$ cat config.mk
export PLATFORM = sky130hd
export DESIGN_NAME = if_stage
export DESIGN_NICKNAME = d
export VERILOG_FILES = /design/src/rtl/if_stage_pkg.sv /design/src/rtl/if_stage_fifo.sv /design/src/rtl/if_stage.sv
export SDC_FILE = /design/constraint.sdc
export NUM_CORES = 1
export LEC_CHECK = 0
export CORE_MARGIN = 10
export CORE_UTILIZATION = 59
export CTS_CLUSTER_SIZE = 20
export DETAILED_ROUTE_END_ITERATION = 16
export PLACE_DENSITY = 0.88
export SLEW_MARGIN = 20
export SYNTH_ARGS = -nofsm -noshare
export SYNTH_HDL_FRONTEND = slang
export SYNTH_SLANG_ARGS = --single-unit
$ cat constraint.sdc
create_clock -name clock -period 27 [get_ports clock]
set_input_delay 5.4 -clock clock [delete_from_list [all_inputs] [get_ports clock]]
set_output_delay 5.4 -clock clock [all_outputs]
set_load 0.05 [all_outputs]
$ cat src/rtl/if_stage_pkg.sv
`default_nettype none
// ------------------------------------------------------------------
// if_stage_pkg : shared types and constants for the fetch stage
// Rev 1.0
// ------------------------------------------------------------------
package if_stage_pkg;

  localparam int PC_W   = 64;
  localparam int INST_W = 32;

  localparam logic [PC_W-1:0] RESET_PC_DEFAULT = 64'h0000_0000_8000_0000;

  localparam logic [0:0] IF_RUN   = 1'b0;
  localparam logic [0:0] IF_DRAIN = 1'b1;

  typedef struct packed {
    logic [PC_W-1:0]   pc;
    logic [INST_W-1:0] inst;
  } fetch_entry_t;

  function automatic logic [PC_W-1:0] pc_align(input logic [PC_W-1:0] pc);
    return pc & ~64'h3;
  endfunction

  // Wraps silently at the top of the address space.
  function automatic logic [PC_W-1:0] pc_next(input logic [PC_W-1:0] pc);
    return pc + 64'd4;
  endfunction

endpackage
`default_nettype wire

$ cat src/rtl/if_stage_fifo.sv
`default_nettype none
// ------------------------------------------------------------------
// if_stage_fifo : synchronous {pc,inst} buffer with push/pop/flush
// Rev 1.0
// ------------------------------------------------------------------
module if_stage_fifo
  import if_stage_pkg::*;
#(
  parameter int DEPTH = 2
) (
  input  logic                         clock,
  input  logic                         reset,
  input  logic                         push,
  input  logic                         pop,
  input  logic                         flush,
  input  fetch_entry_t                 wdata,
  output fetch_entry_t                 rdata,
  output logic [$clog2(DEPTH+1)-1:0]   count,
  output logic                         empty,
  output logic                         full
);

  localparam int CW = $clog2(DEPTH + 1);
  localparam int AW = (DEPTH > 1) ? $clog2(DEPTH) : 1;
  localparam logic [AW-1:0] LAST    = AW'(DEPTH - 1);
  localparam logic [CW-1:0] DEPTH_C = CW'(DEPTH);

  fetch_entry_t  mem_q [DEPTH];
  fetch_entry_t  mem_d [DEPTH];
  logic [AW-1:0] rd_ptr_q, rd_ptr_d;
  logic [AW-1:0] wr_ptr_q, wr_ptr_d;
  logic [CW-1:0] count_q, count_d;
  logic          do_push, do_pop;

  function automatic logic [AW-1:0] ptr_inc(input logic [AW-1:0] p);
    return (p == LAST) ? '0 : p + 1'b1;
  endfunction

  assign empty   = (count_q == '0);
  assign full    = (count_q == DEPTH_C);
  assign count   = count_q;
  assign rdata   = mem_q[rd_ptr_q];
  assign do_pop  = pop & ~empty;
  // A push into a full buffer is only legal when the head leaves the same cycle.
  assign do_push = push & (~full | do_pop);

  always_comb begin
    mem_d    = mem_q;
    rd_ptr_d = rd_ptr_q;
    wr_ptr_d = wr_ptr_q;
    count_d  = count_q;
    if (flush) begin
      rd_ptr_d = '0;
      wr_ptr_d = '0;
      count_d  = '0;
    end else begin
      if (do_push) begin
        mem_d[wr_ptr_q] = wdata;
        wr_ptr_d        = ptr_inc(wr_ptr_q);
      end
      if (do_pop) begin
        rd_ptr_d = ptr_inc(rd_ptr_q);
      end
      count_d = count_q + CW'(do_push) - CW'(do_pop);
    end
  end

  always_ff @(posedge clock or posedge reset) begin
    if (reset) begin
      for (int i = 0; i < DEPTH; i++) begin
        mem_q[i] <= '0;
      end
      rd_ptr_q <= '0;
      wr_ptr_q <= '0;
      count_q  <= '0;
    end else begin
      mem_q    <= mem_d;
      rd_ptr_q <= rd_ptr_d;
      wr_ptr_q <= wr_ptr_d;
      count_q  <= count_d;
    end
  end

endmodule
`default_nettype wire

$ cat src/rtl/if_stage.sv
`default_nettype none
// ------------------------------------------------------------------
// if_stage : instruction fetch - PC, imem requests, response buffer
// Rev 1.0
// ------------------------------------------------------------------
module if_stage
  import if_stage_pkg::*;
#(
  parameter logic [63:0] RESET_PC   = RESET_PC_DEFAULT,
  parameter int          FIFO_DEPTH = 2
) (
  input  logic        clock,
  input  logic        reset,
  input  logic        redirect_valid,
  input  logic [63:0] redirect_pc,
  output logic        imem_req_valid,
  input  logic        imem_req_ready,
  output logic [63:0] imem_req_addr,
  input  logic        imem_resp_valid,
  input  logic [31:0] imem_resp_data,
  output logic        inst_valid,
  input  logic        inst_ready,
  output logic [31:0] inst,
  output logic [63:0] inst_pc
);

  localparam int CW = $clog2(FIFO_DEPTH + 1);
  localparam logic [CW:0] DEPTH_W = (CW+1)'(FIFO_DEPTH);

  logic [0:0]    state_q, state_d;
  logic [63:0]   fetch_pc_q, fetch_pc_d;
  logic [63:0]   resp_pc_q, resp_pc_d;
  logic [CW-1:0] outstanding_q, outstanding_d;
  logic [CW-1:0] drop_cnt_q, drop_cnt_d;

  logic [CW:0]   credit_used;
  logic [CW:0]   stale;
  logic          req_ok, req_fire;

  logic          fifo_push, fifo_pop, fifo_flush;
  logic          fifo_empty, fifo_full;
  logic [CW-1:0] fifo_count;
  fetch_entry_t  fifo_wdata, fifo_rdata;

  if_stage_fifo #(
    .DEPTH (FIFO_DEPTH)
  ) u_fifo (
    .clock (clock),
    .reset (reset),
    .push  (fifo_push),
    .pop   (fifo_pop),
    .flush (fifo_flush),
    .wdata (fifo_wdata),
    .rdata (fifo_rdata),
    .count (fifo_count),
    .empty (fifo_empty),
    .full  (fifo_full)
  );

  always_comb begin
    credit_used = {1'b0, outstanding_q} + {1'b0, fifo_count};
    req_ok      = (state_q == IF_RUN) && !redirect_valid && (credit_used < DEPTH_W);
    req_fire    = req_ok && imem_req_ready;
    // A response retires an outstanding fetch in RUN or a pending drop in DRAIN,
    // so one sum covers both states (outstanding is always 0 in DRAIN).
    stale = {1'b0, drop_cnt_q} + {1'b0, outstanding_q}
          + (CW+1)'(req_fire) - (CW+1)'(imem_resp_valid);

    state_d         = state_q;
    fetch_pc_d      = fetch_pc_q;
    resp_pc_d       = resp_pc_q;
    outstanding_d   = outstanding_q;
    drop_cnt_d      = drop_cnt_q;
    fifo_push       = 1'b0;
    fifo_flush      = redirect_valid;
    fifo_pop        = inst_valid & inst_ready;
    fifo_wdata.pc   = resp_pc_q;
    fifo_wdata.inst = imem_resp_data;

    if (redirect_valid) begin
      fetch_pc_d    = pc_align(redirect_pc);
      resp_pc_d     = pc_align(redirect_pc);
      outstanding_d = '0;
      drop_cnt_d    = stale[CW-1:0];
      state_d       = (stale == '0) ? IF_RUN : IF_DRAIN;
    end else if (state_q == IF_RUN) begin
      if (req_fire) begin
        fetch_pc_d = pc_next(fetch_pc_q);
      end
      if (imem_resp_valid) begin
        fifo_push = 1'b1;
        resp_pc_d = pc_next(resp_pc_q);
      end
      outstanding_d = outstanding_q + CW'(req_fire) - CW'(imem_resp_valid);
    end else if (imem_resp_valid) begin
      drop_cnt_d = drop_cnt_q - 1'b1;
      if (drop_cnt_q == CW'(1)) begin
        state_d = IF_RUN;
      end
    end
  end

  always_ff @(posedge clock or posedge reset) begin
    if (reset) begin
      state_q       <= IF_RUN;
      fetch_pc_q    <= RESET_PC;
      resp_pc_q     <= RESET_PC;
      outstanding_q <= '0;
      drop_cnt_q    <= '0;
    end else begin
      state_q       <= state_d;
      fetch_pc_q    <= fetch_pc_d;
      resp_pc_q     <= resp_pc_d;
      outstanding_q <= outstanding_d;
      drop_cnt_q    <= drop_cnt_d;
    end
  end

  // The credit rule keeps the buffer from ever being pushed while full without a pop.
  assert property (@(posedge clock) disable iff (reset) !(fifo_push && fifo_full && !fifo_pop));

  assign imem_req_valid = req_ok & ~reset;
  assign imem_req_addr  = fetch_pc_q;
  assign inst_valid     = ~fifo_empty;
  assign inst           = fifo_rdata.inst;
  assign inst_pc        = fifo_rdata.pc;

endmodule
`default_nettype wire

Word-level counts from Yosys, hierarchy flattened
Index checks and enable logic that the tools add are counted.
Widths: inputs -> output; s select.
{"block": "word_totals", "register_bits": 329, "inputBits": 102, "output_inout_bits": 162, "elab_cells": 92}
{"block": "op_classes", "n_addsub": 13, "n_lt_le_gt_ge": 4, "n_eq_ne": 3, "mux": 32, "n_bitwise": 12, "n_reduce_logical": 16}
{"op": "$mux 64", "n": 6}
{"op": "$mux 96", "n": 4}
{"op": "$bwmux 192", "n": 1}
{"op": "$add 64x3->64 const B", "n": 2}
{"op": "$demux 96 s1", "n": 1}
{"op": "$mux 1", "n": 14}
{"op": "$mux 2", "n": 6}
{"op": "$reduce_bool 2->1", "n": 5}
{"op": "$reduce_and 2->1", "n": 4}
{"op": "$add 2x2->3", "n": 2}
{"op": "$not 1->1", "n": 5}
{"op": "$add 2x1->2", "n": 2}
{"op": "$and 1x1->1", "n": 4}
{"op": "$ge 2x2->1 const B", "n": 2}
{"op": "$logic_and 1x1->1", "n": 4}
{"op": "$not 1->2", "n": 2}
{"op": "$sub 2x1->2", "n": 2}
{"op": "$add 3x1->3", "n": 1}
{"op": "$logic_not 3->1", "n": 1}
{"op": "$lt 3x2->1 const B", "n": 1}
{"op": "$sub 3x1->3", "n": 1}
{"op": "$add 1x1->1 const B", "n": 2}
{"op": "$eq 2x1->1 const B", "n": 1}
{"op": "$eq 2x2->1 const B", "n": 1}
{"op": "6 further kinds", "n": 6}

Longest topological paths before layout
{"block": "depth", "depth_word": 9, "ltp_mapped": 13, "mapped_depth_nobuf": 11}

Modules after synthesis
A second synthesis with hierarchy kept.
{"block": "unflattened", "hier_cells": 1464, "hier_area_um2": 16756.1}
{"module": "if_stage_fifo", "instances": 1, "cells_each": 537, "area_per_inst_um2": 8623.3, "seq_area_each_um2": 4904.7}
{"module": "if_stage", "instances": 1, "cells_each": 927, "area_per_inst_um2": 8132.8, "seq_area_each_um2": 3230.6}

Worst setup path after synthesis
No wires, ideal clock.
{"block": "synth_path", "path_type": "input to output", "start": "in redirect_valid", "end": "out imem_req_valid", "arrival_ns": 6.610, "path_slack_ns": 14.990, "cell_stages": 2, "path_buffers": 0, "cell_sequence": "or4_1 -> nor2_1"}
{"block": "synth_between", "elab_chain_len": 4}
{"element": "from (decl)", "line_no": "if_stage.sv:14", "source": "input logic redirect_valid,"}
{"element": "$logic_not 1->1", "line_no": "if_stage.sv:62", "source": "req_ok = (state_q == IF_RUN) && !redirect_valid && (credit_used < DEPTH_W);"}
{"element": "$logic_and 1x1->1 (2 in series)", "line_no": "if_stage.sv:62"}
{"element": "$and 1x1->1", "line_no": "if_stage.sv:122", "source": "assign imem_req_valid = req_ok & ~reset;"}
{"element": "to (decl)", "line_no": "if_stage.sv:16", "source": "output logic imem_req_valid,"}
Every way passes these cells.

Worst setup path in the final report
Ends and elaborated chain as after synthesis.

==> load_flow_metrics.sql <==
INSERT INTO impl_metrics (metric_group, metric, value, unit) VALUES
('logic_synthesis', 'synth-edff-count', '0', ''),
('timing', 'grt_setup_unrepaired', 'no', ''),
('logic_synthesis', 'synth.yosys.seq_area_share', '48.5', '%'),
('power', 'net_sw_power', '895', 'µW'),
('setup_path', 'worstPathRequired', '21.60', 'ns'),
('timing', 'relSlewSlack', '26.6', '%'),
('global_route', 'grt_pass1_vias', '13600', ''),
('power', 'power_frac_seq', '32.3', '%'),
('logic_synthesis', 'synthDominantCellAreaShare', '48.2', '%'),
('power', 'ir_drop', '54.3', 'µV'),
('cells_and_area', 'net_count_of_the_finished_layout', '1794', ''),
('global_route', 'first_pass_grt_wire_length', '78.2', 'mm'),
('cells_and_area', 'fillCellCount', '1826', ''),
('logic_synthesis', 'synthesis.area', '0.0166', 'mm²'),
('job', 'max_cap_violations', '0', ''),
('detailed_routing', 'routedWlPerCell', '24.0', 'µm'),
('global_route', 'antenna_found_initial', '1', ''),
('floorplanning', 'design.die.area', '0.0352', 'mm²'),
('detailed_routing', 'antenna_violating_nets_post_route', '0', ''),
('setup_path', 'critPathSlowestCell', 'sky130_fd_sc_hd__clkdlybuf4s50_1', ''),
('worst_hold_path', 'timing.hold.worst.class', 'flop to flop', ''),
('setup_path', 'timing.critical_path.buf_inv', '2', ''),
('global_route', 'grt_total_ovfl', '0', ''),
('setup_path', 'crit_path_max_fanout', '40', ''),
('setup_path', 'worstPathCellList', 'buf_4 -> or4_1 -> nor2_1 -> clkdlybuf4s50_1', ''),
('detailed_routing', 'firstDrtPassIters', '6', ''),
('placement', 'place.detailed.hpwl', '35.1', 'mm'),
('global_route', 'grt_start_max_net_pins', '175', ''),
('timing', 'whs', '0.492', 'ns'),
('placement', 'placedCellCount', '2021', ''),
('worst_hold_path', 'timing.hold.worst.start', 'u_fifo.mem_q[36]$_DFFE_PP0P_', ''),
('detailed_routing', 'number_of_drc_markers_in_iteration_0', '1585', ''),
('clocking', 'ctsLongestPathBuffers', '3', ''),
('timing', 'post_layout_min_period', '12.69', 'ns'),
('setup_path', 'timing.critical_path.from', 'redirect_valid', ''),
('clocking', 'cts-buffers-inserted', '34', ''),
('placement', 'buffer_ports.inserted', '257', ''),
('cells_and_area', 'post_layout_nonfiller_instances', '2085', ''),
('clocking', 'postCtsResizedCells', '0', ''),
('floorplanning', 'floorplan.initialDensity', '59.8', '%'),
('timing', 'finalMaxSlewViolations', '0', ''),
('setup_path', 'crit_start_category', 'primary input', ''),
('status', 'status', 'finished, final reports clean', ''),
('global_route', 'all_layer_global_routing_usage', '27.5', '%'),
('timing', 'setup_clock_skew_after_layout', '0.0119', 'ns'),
('clocking', 'clockRootBuffer', 'sky130_fd_sc_hd__clkbuf_16', ''),
('detailed_routing', 'post_route_wl', '50.1', 'mm'),
('logic_synthesis', 'post_synth_num_cell_types', '67', ''),
('floorplanning', 'top_level_ports', '264', ''),
('placement', 'gp_congestion', '0.983', ''),
('logic_synthesis', 'syn_inst', '1455', ''),
('timing', 'fin_crit_sh', '47.0', '%'),
('floorplanning', 'dieWidth', '188', 'µm'),
('clocking', 'clock_insertion_delay_worst_skew', '0.52', 'ns'),
('logic_synthesis', 'synthTopCellsByCount', '319 x sky130_fd_sc_hd__dfrtp_1, 314 x sky130_fd_sc_hd__mux2_2, 79 x sky130_fd_sc_hd__nor2_1', ''),
('clocking', 'tritoncts', 'yes', ''),
('setup_path', 'worst_setup_path_end_kind', 'output port', ''),
('timing', 'fin_setup_tns', '0', 'ns'),
('logic_synthesis', 'synth_async_sr_flop_share', '100', '%'),
('clocking', 'cts-hold-fix-buffers', '0', ''),
('detailed_routing', 'detail_route.vias_per_cell', '6.42', ''),
('clocking', 'post_cts_setup_repair_buffer_count', '0', ''),
('timing', 'worstMarginPinSlew', '1.10', 'ns'),
('setup_path', 'critPathMaxStageDelay', '0.81', 'ns'),
('timing', 'report.final.setup_viol', '0', ''),
('logic_synthesis', 'synthDominantAreaCellType', 'sky130_fd_sc_hd__dfrtp_1', ''),
('cells_and_area', 'layout-drive-gt1-share', '24.2', '%'),
('logic_synthesis', 'yosys_reg_bits', '321', ''),
('logic_synthesis', 'synth_ff_type', 'sky130_fd_sc_hd__dfrtp_1', ''),
('clocking', 'clock_sink_count', '321', ''),
('power', 'p_per_area', '107', 'mW/mm²');
-- through the flow --
stage	setup slack (ns)	power [mW]	instance area [µm²]
final	14.31	2.22	20600
after global routing	14.24	2.30	20600
after CTS	14.30	2.23	20600
after detailed placement	14.30	1.70	19400
after global placement	14.30	1.68	19400
after floorplan	12.72	1.38	16600
-- cells in the final DEF, fill, tap and decap left out, types with 5 or more instances in the layout --
cell                              count
sky130_fd_sc_hd__and3_1              18
sky130_fd_sc_hd__or3_1               12
sky130_fd_sc_hd__nor2b_1              6
sky130_fd_sc_hd__or4_1               11
sky130_fd_sc_hd__a21oi_1             24
sky130_fd_sc_hd__dfrtp_1            318
sky130_fd_sc_hd__mux2i_1             12
sky130_fd_sc_hd__o31a_1              21
sky130_fd_sc_hd__clkbuf_16           35
sky130_fd_sc_hd__a211oi_1             8
sky130_fd_sc_hd__mux2_2             314
sky130_fd_sc_hd__xor2_1              23
sky130_fd_sc_hd__nand3_1             61
sky130_fd_sc_hd__a31oi_1             18
sky130_fd_sc_hd__o21a_1               5
sky130_fd_sc_hd__and2_1              14
sky130_fd_sc_hd__inv_1               26
sky130_fd_sc_hd__buf_4                9
sky130_fd_sc_hd__and4_1              17
sky130_fd_sc_hd__nor2_1              79
sky130_fd_sc_hd__ha_1                10
sky130_fd_sc_hd__xnor2_1             43
sky130_fd_sc_hd__nor4_1              37
sky130_fd_sc_hd__nand2b_1            12
sky130_fd_sc_hd__nor3_1              34
sky130_fd_sc_hd__bufinv_16            6
sky130_fd_sc_hd__clkbuf_1             6
sky130_fd_sc_hd__o21ai_0             31
sky130_fd_sc_hd__nand2_1             66
sky130_fd_sc_hd__clkbuf_8             8
sky130_fd_sc_hd__or2_2                8
sky130_fd_sc_hd__o31ai_1             13
sky130_fd_sc_hd__clkdlybuf4s50_1    256
sky130_fd_sc_hd__nand4_1             74
-- power by group through the flow --
stage / clock network (mW) / logic (mW) / registers, mW
after floorplan: 0 / 0.670 / 0.711
after global placement: 0 / 0.971 / 0.705
after detailed placement: 0 / 0.987 / 0.718
after CTS: 0.521 / 0.994 / 0.713
after global routing: 0.540 / 1.03 / 0.732
final: 0.516 / 0.987 / 0.716
-- cells by family (layout without fill, tap and decap cells) --
group,after synthesis,count (layout),synth area share (%)
simple gates,476,476,16.1
mux,326,326,22.1
xor+xnor,66,66,3.49
buf+inv,109,357,2.91
flops,321,321,48.5
fa+ha+maj,12,12,0.997
compound gates,144,144,5.92
other cells,1,5,0.0226
-- path summary, 6_finish.rpt --
| kind | to | slack, ns | cells past startpoint |
|---|---|---|---|
| max | imem_req_valid | 14.31 | 4 |
| min in group asynchronous | u_fifo.mem_q[185]$_DFFE_PP0P_ | 5.27 | 2 |
| max reg2reg | outstanding_q[1]$_DFFE_PP0P_ | 23.48 | 11 |
| min | u_fifo.mem_q[36]$_DFFE_PP0P_ | 0.49 | 2 |
| max in group asynchronous | u_fifo.mem_q[150]$_DFFE_PP0P_ | 19.94 | 4 |
| min reg2reg | u_fifo.mem_q[36]$_DFFE_PP0P_ | 0.49 | 2 |
-- cell type report --
| cell class | count | area (µm²) | area share, % |
|---|---|---|---|
| Timing Repair Buffer | 267 | 2680 | 13.0 |
| Antenna cell | 1 | 2.50 | 0.0121 |
| Clock inverter | 13 | 243 | 1.18 |
| Sequential cell | 321 | 8040 | 38.9 |
| Tap cell | 378 | 473 | 2.29 |
| Inverter | 28 | 114 | 0.552 |
| Clock buffer | 49 | 1010 | 4.89 |
| Multi-Input combinational cell | 1028 | 8080 | 39.2 |
-- worst reg2reg max path, cell delays in order, from the launching register on --
cell and delay, ns:
sky130_fd_sc_hd__dfrtp_1 0.42, sky130_fd_sc_hd__and2_1 0.17, sky130_fd_sc_hd__fa_1 0.53, sky130_fd_sc_hd__nor4_1 0.24
sky130_fd_sc_hd__and2_1 0.68, sky130_fd_sc_hd__inv_1 0.25, sky130_fd_sc_hd__ha_1 0.34, sky130_fd_sc_hd__inv_1 0.04
sky130_fd_sc_hd__ha_1 0.18, sky130_fd_sc_hd__xnor2_1 0.13, sky130_fd_sc_hd__or3_1 0.32, sky130_fd_sc_hd__a21oi_1 0.16
-- routing by layer --
layer  GRT usage (%)  up-vias  routed length (µm)
met5               0        -                   0
met4            9.91        0                1900
met3            6.86      127                4720
met2            43.2      689               23100
met1            36.2     6731               20400
li1                -     5834                   -
-- sequential cells by signal, summed over array words and instances, names as in the netlist --
register,count
u_fifo.mem_q,188
imem_req_addr,62
resp_pc_q,62
drop_cnt_q,2
outstanding_q,2
u_fifo.count,2
state_q,1
u_fifo.rd_ptr_q,1
u_fifo.wr_ptr_q,1
Power figures use the tool's default switching activity.
